File: src/rtl/x74xx14_filtered.sv
// rtl/x74xx14_filtered.sv - N-channel synchronised, debounced Schmitt-style inverter (74xx14 model)
// Optional macro X74XX14_EDGE_DETECT_EN adds edge_o, a one-cycle pulse per committed level change.
module x74xx14_filtered #(
    parameter int CHANNELS      = 6,
    parameter int STABLE_CYCLES = 4
) (
    input  logic                clock_50,
    input  logic                reset_n,
    input  logic [CHANNELS-1:0] A,
    output logic [CHANNELS-1:0] Y,
    output logic [CHANNELS-1:0] busy
`ifdef X74XX14_EDGE_DETECT_EN
    ,
    output logic [CHANNELS-1:0] edge_o
`endif
);

    localparam int CNT_W = $clog2(STABLE_CYCLES + 1);
    localparam logic [CNT_W-1:0] CNT_MAX = CNT_W'(STABLE_CYCLES - 1);

    logic [CHANNELS-1:0] s1_q;
    logic [CHANNELS-1:0] s2_q;
    logic [CHANNELS-1:0] f_q;
    logic [CHANNELS-1:0] f_d;
    logic [CHANNELS-1:0] mismatch;
    logic [CHANNELS-1:0] commit;
    logic [CNT_W-1:0]    cnt_q [CHANNELS];
    logic [CNT_W-1:0]    cnt_d [CHANNELS];

    // An unknown synchronised level counts as a mismatch, so X never silently matches f.
    always_comb begin
        for (int i = 0; i < CHANNELS; i++) begin
            mismatch[i] = (s2_q[i] !== f_q[i]);
            commit[i]   = mismatch[i] && (cnt_q[i] == CNT_MAX);
            f_d[i]      = commit[i] ? s2_q[i] : f_q[i];
            if (!mismatch[i] || commit[i]) begin
                cnt_d[i] = '0;
            end else begin
                cnt_d[i] = cnt_q[i] + CNT_W'(1);
            end
        end
    end

    always_ff @(posedge clock_50 or negedge reset_n) begin
        if (!reset_n) begin
            s1_q <= '0;
            s2_q <= '0;
            f_q  <= '0;
            for (int i = 0; i < CHANNELS; i++) begin
                cnt_q[i] <= '0;
            end
        end else begin
            s1_q <= A;
            s2_q <= s1_q;
            f_q  <= f_d;
            for (int i = 0; i < CHANNELS; i++) begin
                cnt_q[i] <= cnt_d[i];
            end
        end
    end

    assign Y    = ~f_q;
    assign busy = mismatch;

`ifdef X74XX14_EDGE_DETECT_EN
    // Named edge_o because edge is a reserved word; registered so it lines up with the new Y.
    logic [CHANNELS-1:0] edge_q;

    always_ff @(posedge clock_50 or negedge reset_n) begin
        if (!reset_n) begin
            edge_q <= '0;
        end else begin
            edge_q <= commit;
        end
    end

    assign edge_o = edge_q;
`endif

endmodule

File: config.mk
export PLATFORM = sky130hd
export DESIGN_NAME = x74xx14_filtered
export DESIGN_NICKNAME = d
export VERILOG_FILES = /design/src/rtl/x74xx14_filtered.sv
export SDC_FILE = /design/constraint.sdc
export NUM_CORES = 1
export LEC_CHECK = 0
export CAP_MARGIN = 20
export CORE_AREA = 2 2 74 83
export DETAILED_ROUTE_END_ITERATION = 7
export DIE_AREA = 0 0 76 85
export PLACE_DENSITY = 0.44
export SYNTH_ARGS = -nofsm -noshare
export SYNTH_HDL_FRONTEND = slang
export SYNTH_SLANG_ARGS = --single-unit
File: constraint.sdc
create_clock -name clock_50 -period 2.05 [get_ports clock_50]
set_clock_uncertainty 0.15 [all_clocks]
set_input_delay 0.205 -clock clock_50 [delete_from_list [all_inputs] [get_ports clock_50]]
set_output_delay 0.205 -clock clock_50 [all_outputs]
set_load 0.02 [all_outputs]
# ---- After elaboration in Yosys (flattened, before gate mapping)
# Index checks and enable logic that the tools add are counted.
dict set report classes {
  addsub 6
  n_eq_ne 12
  mux 6
  bitwise 1
  reduce_logical 18
}
# cell count
set ops {}
lappend ops {{$add 3x1->3 const B} 6}
lappend ops {{$eq 3x2->1 const B} 6}
lappend ops {{$mux 3} 6}
lappend ops {{$logic_and 1x1->1} 6}
lappend ops {{$logic_not 1->1} 6}
lappend ops {{$logic_or 1x1->1} 6}
lappend ops {{$nex 1x1->1} 6}
lappend ops {{$not 6->6} 1}
dict set report totals {
  reg_bits 36
  in_bits 8
  wordCells 57
}

# ---- Longest topological paths before layout
# Gate-level depths: netlist (run 1).
dict set report depth {
  word_depth 4
  depth_mapped 4
  depth_no_buf 4
}

# ---- Least setup slack after synthesis (run 1)
# Ideal clock, no wire load.
dict set report synth_path {
  kind {register -> output}
  startpoint {register s2_q[1]}
  endpoint {output port busy[1]}
  arrival_ns 0.830
  setup_slack_ns 0.865
  path_stages_with_launch 3
  path_cell_list {dfrtp_1 xnor2_1 inv_1}
}
dict set report synth_between {
  elab_chain_cells 1
}
# item line_no
set synth_rtl {}
lappend synth_rtl {{start: declaration} 22} ;# logic [CHANNELS-1:0] s2_q;
lappend synth_rtl {{start signal: assignment} 54} ;# s2_q <= s1_q;
lappend synth_rtl {{$nex 1x1->1} 33} ;# mismatch[i] = (s2_q[i] !== f_q[i]);
lappend synth_rtl {{end: declaration} 11} ;# output logic [CHANNELS-1:0] busy
# No other way between the ends.

# ---- Worst setup path after layout (run 1)
dict set report layout_path {
  startpoint {register f_q[0]}
  endpoint {output port busy[0]}
}
dict set report layout_between {
  elab_chain_cells 1
}
# item line_no
set layout_rtl {}
lappend layout_rtl {{start: declaration} 23} ;# logic [CHANNELS-1:0] f_q;
lappend layout_rtl {{start signal: assignment} 48} ;# f_q <= '0;
lappend layout_rtl {{start signal: assignment} 55} ;# f_q <= f_d;
lappend layout_rtl {{$nex 1x1->1} 33}
# No other way between the ends.

==> results of run 1 <==
==> logic make-up (layout without fill, tap and decap cells) <==
family,Yosys count,count (layout),share of synthesized area
xor gates and xnor gates,6,6,0.0387
and+or+nand+nor,24,24,0.116
DFF,36,36,0.663
buffers and inverters,18,46,0.0497
AOI/OAI and AO/OA,6,6,0.0221
adders and majority gates,12,12,0.110
==> cell usage after synthesis (all sizes together) <==
library cell / number / area, sq um
nor3b: 6 / 75.1
xnor2: 6 / 52.6
nand2: 6 / 22.5
inv: 18 / 67.6
o21ai: 6 / 30.0
nor3: 12 / 60.1
dfrtp: 36 / 901
ha: 12 / 150
==> cell type report <==
type / instances / share of cell area
Inverter: 18 / 0.0377
Tap cell: 77 / 0.0538
Multi-Input combinational cell: 48 / 0.239
Sequential cell: 36 / 0.503
Clock buffer: 7 / 0.0538
Timing Repair Buffer: 21 / 0.113
==> where the power goes <==
part | internal [mW] | switching, mW | leakage (nW)
clock network | 0.299 | 0.221 | 0.0503
logic | 0.443 | 0.424 | 0.324
registers | 0.900 | 0.105 | 0.453
total | 1.64 | 0.749 | 0.828
==> what timing repair did <==
| action | in CTS | in global routing |
|---|---|---|
| gates resized for setup | 0 | 5 |
| setup endpoints to repair | 0 | 5 |
| hold endpoints to repair | 36 | 0 |
| hold buffers | 1 | 0 |
==> flip-flops by register name, indices dropped and copies added (netlist names) <==
register / count
f_q: 6
cnt_q: 18
s2_q: 6
s1_q: 6
==> how the worst min path moves through the flow <==
stage                     endpoint  startpoint  cells after the start  slack [ns]
after floorplan           cnt_q[0]     reset_n                      0       -0.24
final                      s2_q[5]     s1_q[5]                      0        0.20
after global routing       s1_q[1]        A[1]                      1        0.20
after global placement    cnt_q[5]     reset_n                      1        0.18
after detailed placement   s2_q[3]     s1_q[3]                      0        0.19
after CTS                  s1_q[0]        A[0]                      1        0.20
==> critical path, cell delays in order, from the launching register on <==
cell and delay, ns:
dfrtp_1 0.41, xnor2_2 0.25, inv_1 0.07, clkdlybuf4s50_1 0.53
==> stage by stage <==
stage	hold WS, ns	worst slack (ns)	total power, mW
6_report	0.198	0.156	2.39
5_1_grt	0.204	0.0549	2.60
4_1_cts	0.196	0.0275	2.41
3_5_place_dp	0.186	0.342	1.86
3_3_place_gp	0.180	0.370	1.82
2_1_floorplan	-0.241	0.865	1.51
==> routing by layer <==
metal | share of wire | vias up
li1 | - | 384
met5 | 0 | -
met2 | 0.48 | 17
met4 | 0.019 | 0
met3 | 0.053 | 5
met1 | 0.45 | 356
==> metrics.md, run 1 <==
| Metric | Value |
|---|---|
| Top Usage Layer GRT | `met2` |
| Maximum Capacitance Violations | `0` |
| Pwr Density | `1330 nW/um^2` |
| Synth Register Bits | `36` |
| N_diodes | `0` |
| RSZ-0062 raised after global routing | `false` |
| Max-slew violations | `0` |
| Die area | `6460 sq um` |
| HPWL after DPL | `1.34 mm` |
| Yosys warning total | `0` |
| Post-route insts no fill | `207` |
| Commonest non-fill, non-tap cell in the layout | `dfrtp_1` |
| Routability cong. | `0.647` |
| Crit path kind | `flop to primary output` |
| Yosys cell types | `8` |
| Fillers | `564` |
| Pin count of the biggest net entering global routing | `37` |
| Drt pass-1 iters | `2` |
| Crit Path Max Fanout | `4` |
| Htree depth | `2` |
| RR Startpoint | `cnt_q[3]` |
| Number of cell rows | `29` |
| CTS buffer count | `5` |
| Vias | `762` |
| Fin crit share | `0.924` |
| Residual DRC | `0` |
| Worst path arrival time | `1.54 ns` |
| Post-DP Area | `1650 sq um` |
| Multi-input logic area | `428 sq um` |
| Total global routing overflow | `0` |
| Sink Count | `36` |
| WL per Instance | `9.32 um` |
| Setup TNS | `0 ns` |
| Fin nets | `150` |
| Sequential area share after synthesis | `0.663` |
| First-pass GRT wire length | `3.64 mm` |
| Initial antenna violation count | `0` |
| Final Hold Vio Count | `0` |
| Commonest cells after routing, fill and taps aside | `dfrtp_1, inv_1, clkdlybuf4s50_1` |
| Root buffer cell | `clkbuf_8` |
| Critical Path End | `busy[0]` |
| CTS Buffer Depth | `2` |
| Syn_area_per_cell | `13.3 sq um` |
| Chip Width | `76 um` |
| Reg clk slew, reported paths | `0.06 ns` |
| Critical R2R Capture | `cnt_q[3]` |
| # setup viols final | `0` |
| WL final | `1.93 mm` |
| Cells after Synth | `102` |
| Startpoint types | `flop` |
| Met2 Resource Use GR | `0.111` |
| Met3 Resource Use GR | `0.0330` |
| Synth Net Count | `122` |
| Final cell area excluding filler cells | `1790 sq um` |
| Met1 global-route usage | `0.0868` |
| Layout area overhead | `31.9%` |
| Final min period | `1.89 ns` |
| Worst R2R Path Depth | `3` |
| Core area | `5620 sq um` |
| Leakage power figure | `0.828 nW` |
| Drt initial violations | `32` |
| Reg2reg setup slack | `0.79 ns` |
| Vias per Instance | `3.68` |
| Fmax | `528 MHz` |
| Vias in the first global route | `823` |
| Hold Crit Class | `flop to flop` |
| GRT Util Overall | `0.0737` |
| Port bufs | `19` |
| Fraction of layout cells with a size suffix above 1 | `0.154` |
| Critical Path End Type | `primary output` |
| Post-CTS Repair Setup Buffers | `0` |
| Fin util | `0.319` |
| Least-Margin Pin Slew | `0.800 ns` |
| Max transition margin | `0.467` |
| Antenna Nets Post-Route | `0` |
| Cell Area, Synth | `1360 sq um` |
| Die Y | `85 um` |
| Placed Cells | `199` |
| CTS tree | `built` |
| FF+latch area | `901 sq um` |
| Clk_lat worst skew | `0.27 ns` |
| Crit path from | `f_q[0]` |
| Run status | `finished, final reports clean` |
| Peak supply drop | `0.520 mV` |
| Starting Density | `0.242` |
| IO Pins | `20` |
| Worst EP required | `1.69 ns` |
Power figures use the tool's default switching activity.
==> run 2, diff against run 1 <==
==> config.mk (replaced) <==
export PLATFORM = sky130hd
export DESIGN_NAME = x74xx14_filtered
export DESIGN_NICKNAME = d
export VERILOG_FILES = /design/src/rtl/x74xx14_filtered.sv
export SDC_FILE = /design/constraint.sdc
export NUM_CORES = 1
export LEC_CHECK = 0
export CAP_MARGIN = 0
export CORE_AREA = 2 2 59 67
export DETAILED_ROUTE_END_ITERATION = 7
export DIE_AREA = 0 0 61 69
export PLACE_DENSITY = 0.62
export SYNTH_ARGS = -nofsm -noshare
export SYNTH_HDL_FRONTEND = slang
export SYNTH_SLANG_ARGS = --single-unit
==> run 2 against run 1 <==
Sequential share of layout area is 0.57 points higher. Non-clock buffer count stayed put. Total power is 3.7% higher. First-iteration DRC count is 78% lower. Register-to-register slack worse by 0.05 ns. Combinational power is 0.5% lower. Setup slack worse by 0.063 ns. Flip-flop and latch count stayed put. Via count is 0.52% higher. Design area is 1.1% lower. Fmax is 3.2% lower. Critical path type unchanged. Largest cell class unchanged. Largest power group unchanged.
==> metrics.md, run 2 (synthesis results as in run 1) <==
| Metric | Value |
|---|---|
| Residual DRC | `0` |
| Port bufs | `19` |
| Run status | `finished, final reports clean` |
| Largest register by flop count | `cnt_q` |
| Die area | `4210 sq um` |
| Startpoint types | `flop` |
| Crit path kind | `flop to primary output` |
| WL per Instance | `9.88 um` |
| Htree depth | `2` |
| Setup TNS | `0 ns` |
| Reg clk slew, reported paths | `0.07 ns` |
| RSZ-0062 raised after global routing | `false` |
| Fraction of layout cells with a size suffix above 1 | `0.153` |
| Final cell area excluding filler cells | `1770 sq um` |
| WHS | `0.176 ns` |
| Final min period | `1.96 ns` |
| Hold Crit Class | `input port to async pin` |
| Post-CTS Repair Setup Buffers | `0` |
| Least-Margin Pin Slew | `0.434 ns` |
| Layout area overhead | `30.4%` |
| Die Y | `69 um` |
| Worst EP required | `1.69 ns` |
| Max FFs per register | `18` |
| CTS buffer count | `5` |
| HPWL after DPL | `1.33 mm` |
| Fin nets | `150` |
| Antenna Nets Post-Route | `0` |
| Critical Path End Type | `primary output` |
| Starting Density | `0.384` |
| N_diodes | `0` |
| First-pass GRT wire length | `3.34 mm` |
| CTS Buffer Depth | `2` |
| Vias | `766` |
| Routability cong. | `0.680` |
| Clk_lat worst skew | `0.28 ns` |
| Final setup margin | `0.0932 ns` |
| Vias in the first global route | `811` |
| Commonest non-fill, non-tap cell in the layout | `dfrtp_1` |
| Worst R2R Path Depth | `3` |
| Drt pass-1 iters | `2` |
| Post-Place Worst Slack | `0.355 ns` |
| IO Pins | `20` |
| Chip Width | `61 um` |
| # setup viols final | `0` |
| Fin crit share | `0.955` |
| WL final | `1.79 mm` |
| Total global routing overflow | `0` |
| Vias per Instance | `4.23` |
| Peak supply drop | `0.685 mV` |
| Worst path arrival time | `1.60 ns` |
| Crit Path Max Fanout | `4` |
| Sink Count | `36` |
| GRT Util Overall | `0.108` |
| Final Hold Vio Count | `0` |
| Root buffer cell | `clkbuf_8` |
| Drt initial violations | `7` |
| Max transition margin | `0.711` |
| Pin count of the biggest net entering global routing | `37` |
| Number of cell rows | `23` |
| Max-slew violations | `0` |
| Post-DP Area | `1630 sq um` |
| Core area | `3540 sq um` |
| Overall Power | `2.48 mW` |
| Leakage power figure | `0.828 nW` |
| Initial antenna violation count | `0` |
| Fmax | `511 MHz` |
| Pwr Density | `1400 nW/um^2` |
| Reg2reg setup slack | `0.74 ns` |
| Commonest cells after routing, fill and taps aside | `dfrtp_1, clkdlybuf4s50_1, inv_1` |
| CTS tree | `built` |
| Maximum Capacitance Violations | `0` |
==> run 2: changes by cell type in the layout (fill, tap and decap cells not counted), sizes merged <==
cell	delta
clkbuf	-2
bufinv	+1
clkdlybuf4s50	+1
clkinvlp	+1
dlygate4sd3	-1
inv	+1
==> run 2: path summary, 6_finish.rpt <==
check                           from        end
max                          s2_q[4]    busy[4]
min                          reset_n    s1_q[3]
max reg2reg                cnt_q[15]  cnt_q[15]
min reg2reg                  s1_q[2]    s2_q[2]
max in group asynchronous    reset_n     f_q[1]
min in group clock_50        s1_q[2]    s2_q[2]
==> run 2: through the flow <==
| step | util | cells |
|---|---|---|
| 5_1_grt | 0.501 | 181 |
| 6_report | 0.501 | 181 |
| 2_1_floorplan | - | 102 |
| 4_1_cts | 0.492 | 181 |
| 3_5_place_dp | 0.460 | 173 |
| 3_3_place_gp | 0.460 | 173 |
==> run 2: power by group <==
group,leakage (nW),internal [mW],switching [mW]
combinational,0.320,0.437,0.425
sequential,0.453,0.900,0.103
clock,0.0548,0.366,0.250
==> run 2: routing by layer <==
layer  wire [um]  part of all wire  vias up  GRT usage
met5           0                 0        -          0
li1            -                 -      380          -
met1         771              0.43      365      0.128
met2         892              0.50       14      0.162
met4          48             0.027        0     0.0725
met3          77             0.043        7     0.0338
==> run 2: final cells by class <==
class                           instances  area, sq um
Tap cell                               50         62.6
Inverter                               18         67.6
Sequential cell                        36          901
Fill cell                             318         1770
Multi-Input combinational cell         48          420
Timing Repair Buffer                   21          205
Clock inverter                          3         46.3
Clock buffer                            5         68.8
==> run 2: critical path: stages, from the launching register on <==
cell             delay (ns)
dfrtp_1                0.39
xnor2_1                0.32
inv_1                  0.07
clkdlybuf4s50_1        0.54
==> run 2: timing repair <==
action | in CTS | in global routing
gates resized for setup | 0 | 4
endpoints found under the setup margin | 0 | 4
hold endpoints to repair | 0 | 0
hold buffers | 0 | 0
==> run 3, diff against run 2 <==
--- a/config.mk
+++ b/config.mk
@@ -6,10 +6,13 @@
 export NUM_CORES = 1
 export LEC_CHECK = 0
 export CAP_MARGIN = 0
+export CELL_PAD_IN_SITES_DETAIL_PLACEMENT = 0
+export CELL_PAD_IN_SITES_GLOBAL_PLACEMENT = 1
 export CORE_AREA = 2 2 59 67
 export DETAILED_ROUTE_END_ITERATION = 7
 export DIE_AREA = 0 0 61 69
-export PLACE_DENSITY = 0.62
+export HOLD_SLACK_MARGIN = 0.15
+export PLACE_DENSITY = 0.73
 export SYNTH_ARGS = -nofsm -noshare
 export SYNTH_HDL_FRONTEND = slang
 export SYNTH_SLANG_ARGS = --single-unit
==> run 3 against run 2 <==
Non-clock buffer count unchanged. Highest routed layer unchanged. Critical path depth unchanged. Largest power group unchanged. Routed wire length up 0.95%.
==> metrics.md, run 3 (synthesis results as in run 1) <==
| Metric | Value |
|---|---|
| Drt initial violations | `13` |
| Vias | `750` |
| Run status | `finished, final reports clean` |
| Total global routing overflow | `0` |
| Core area | `3540 sq um` |
| Starting Density | `0.384` |
| Post-CTS Hold Fix Bufs | `0` |
| Pin count of the biggest net entering global routing | `37` |
| Peak supply drop | `0.691 mV` |
| Root buffer cell | `clkbuf_8` |
| Antenna Nets Post-Route | `0` |
| Setup TNS | `0 ns` |
| Sink Count | `36` |
| Largest register by flop count | `cnt_q` |
| CTS buffer count | `5` |
| WHS | `0.187 ns` |
| Fmax | `524 MHz` |
| Clk_lat worst skew | `0.27 ns` |
| N_diodes | `0` |
| Placed Cells | `173` |
| Worst EP required | `1.69 ns` |
| Commonest non-fill, non-tap cell in the layout | `dfrtp_1` |
| Fin crit share | `0.932` |
| Critical Path End Type | `primary output` |
| RSZ-0062 raised after global routing | `false` |
| Number of cell rows | `23` |
| Final min period | `1.91 ns` |
| WL final | `1.81 mm` |
| Maximum Capacitance Violations | `0` |
| Fraction of layout cells with a size suffix above 1 | `0.154` |
| Commonest cells after routing, fill and taps aside | `dfrtp_1, clkdlybuf4s50_1, inv_1` |
| Routability cong. | `0.679` |
| Max FFs per register | `18` |
| Htree depth | `2` |
| Pwr Density | `1360 nW/um^2` |
| Final Hold Vio Count | `0` |
| GRT Util Overall | `0.113` |
| CTS Buffer Depth | `2` |
| Residual DRC | `0` |
| Die Y | `69 um` |
| Post-route insts no fill | `180` |
| Layout area overhead | `29.6%` |
| Vias in the first global route | `853` |
| Port bufs | `19` |
| Leakage power figure | `0.828 nW` |
| Crit path kind | `flop to primary output` |
| CTS tree | `built` |
| WL per Instance | `10.0 um` |
| Least-Margin Pin Slew | `0.429 ns` |
| Max-slew violations | `0` |
| IO Pins | `20` |
| Crit Path Max Fanout | `4` |
| # setup viols final | `0` |
| Fin nets | `150` |
| Post-Place Worst Slack | `0.363 ns` |
| Reg clk slew, reported paths | `0.06 ns` |
| Chip Width | `61 um` |
| Max transition margin | `0.714` |
| Startpoint types | `flop` |
| Hold Crit Class | `input port to async pin` |
| Initial antenna violation count | `0` |
| Vias per Instance | `4.17` |
| Worst path arrival time | `1.55 ns` |
| First-pass GRT wire length | `3.52 mm` |
| Final setup margin | `0.140 ns` |
| Drt pass-1 iters | `4` |
| Fillers | `326` |
| HPWL after DPL | `1.28 mm` |
| Die area | `4210 sq um` |
run 3: cell count changes in the layout (fill, tap and decap cells not counted), sizes merged:
cell,change
clkbuf,+2
bufinv,-1
clkinvlp,-1
inv,-1
run 3: final timing paths:
kind,start,endpoint,slack [ns],depth (start not counted)
worst max-delay path,s2_q[3],busy[3],0.14,3
max in group asynchronous,reset_n,cnt_q[4],1.26,2
worst max register to register,cnt_q[3],cnt_q[3],0.75,3
worst min register to register,s1_q[3],s2_q[3],0.20,0
worst min-delay path,reset_n,s1_q[1],0.19,2
min in group clock_50,s1_q[3],s2_q[3],0.20,0
run 3: timing repair:
item / CTS / global route
endpoints found under the setup margin: 0 / 5
endpoints found under the hold margin: 0 / 0
resized for setup: 0 / 5
setup buffers: 0 / 0
run 3: report_power, final:
part	switching, mW	internal [mW]	leakage, nW
logic	0.421	0.442	0.325
clock network	0.219	0.299	0.0503
registers	0.107	0.900	0.453
total	0.747	1.64	0.828
run 3: critical path: stages, from the launching register on:
cell and delay, ns:
dfrtp_1 0.42, xnor2_2 0.26, inv_1 0.07, clkdlybuf4s50_1 0.54
run 3: routing by layer:
layer,track usage,wire length [um]
met1,0.138,773
met2,0.168,930
met3,0.0394,79
met4,0.0652,23
met5,0,0
run 3: area by class of cell:
cell class / count / area, sq um / share of cell area
Clock buffer: 7 / 96.3 / 0.0547
Inverter: 18 / 67.6 / 0.0384
Multi-Input combinational cell: 48 / 428 / 0.243
Sequential cell: 36 / 901 / 0.512
Tap cell: 50 / 62.6 / 0.0355
Timing Repair Buffer: 21 / 205 / 0.117
run 3: stage by stage:
| step | power, mW | instance area, sq um | utilization |
|---|---|---|---|
| 3_5_place_dp | 1.86 | 1630 | 0.460 |
| 2_1_floorplan | 1.51 | 1360 | - |
| 5_1_grt | 2.58 | 1760 | 0.497 |
| 3_3_place_gp | 1.82 | 1630 | 0.460 |
| 4_1_cts | 2.39 | 1720 | 0.487 |
| 6_report | 2.39 | 1760 | 0.497 |
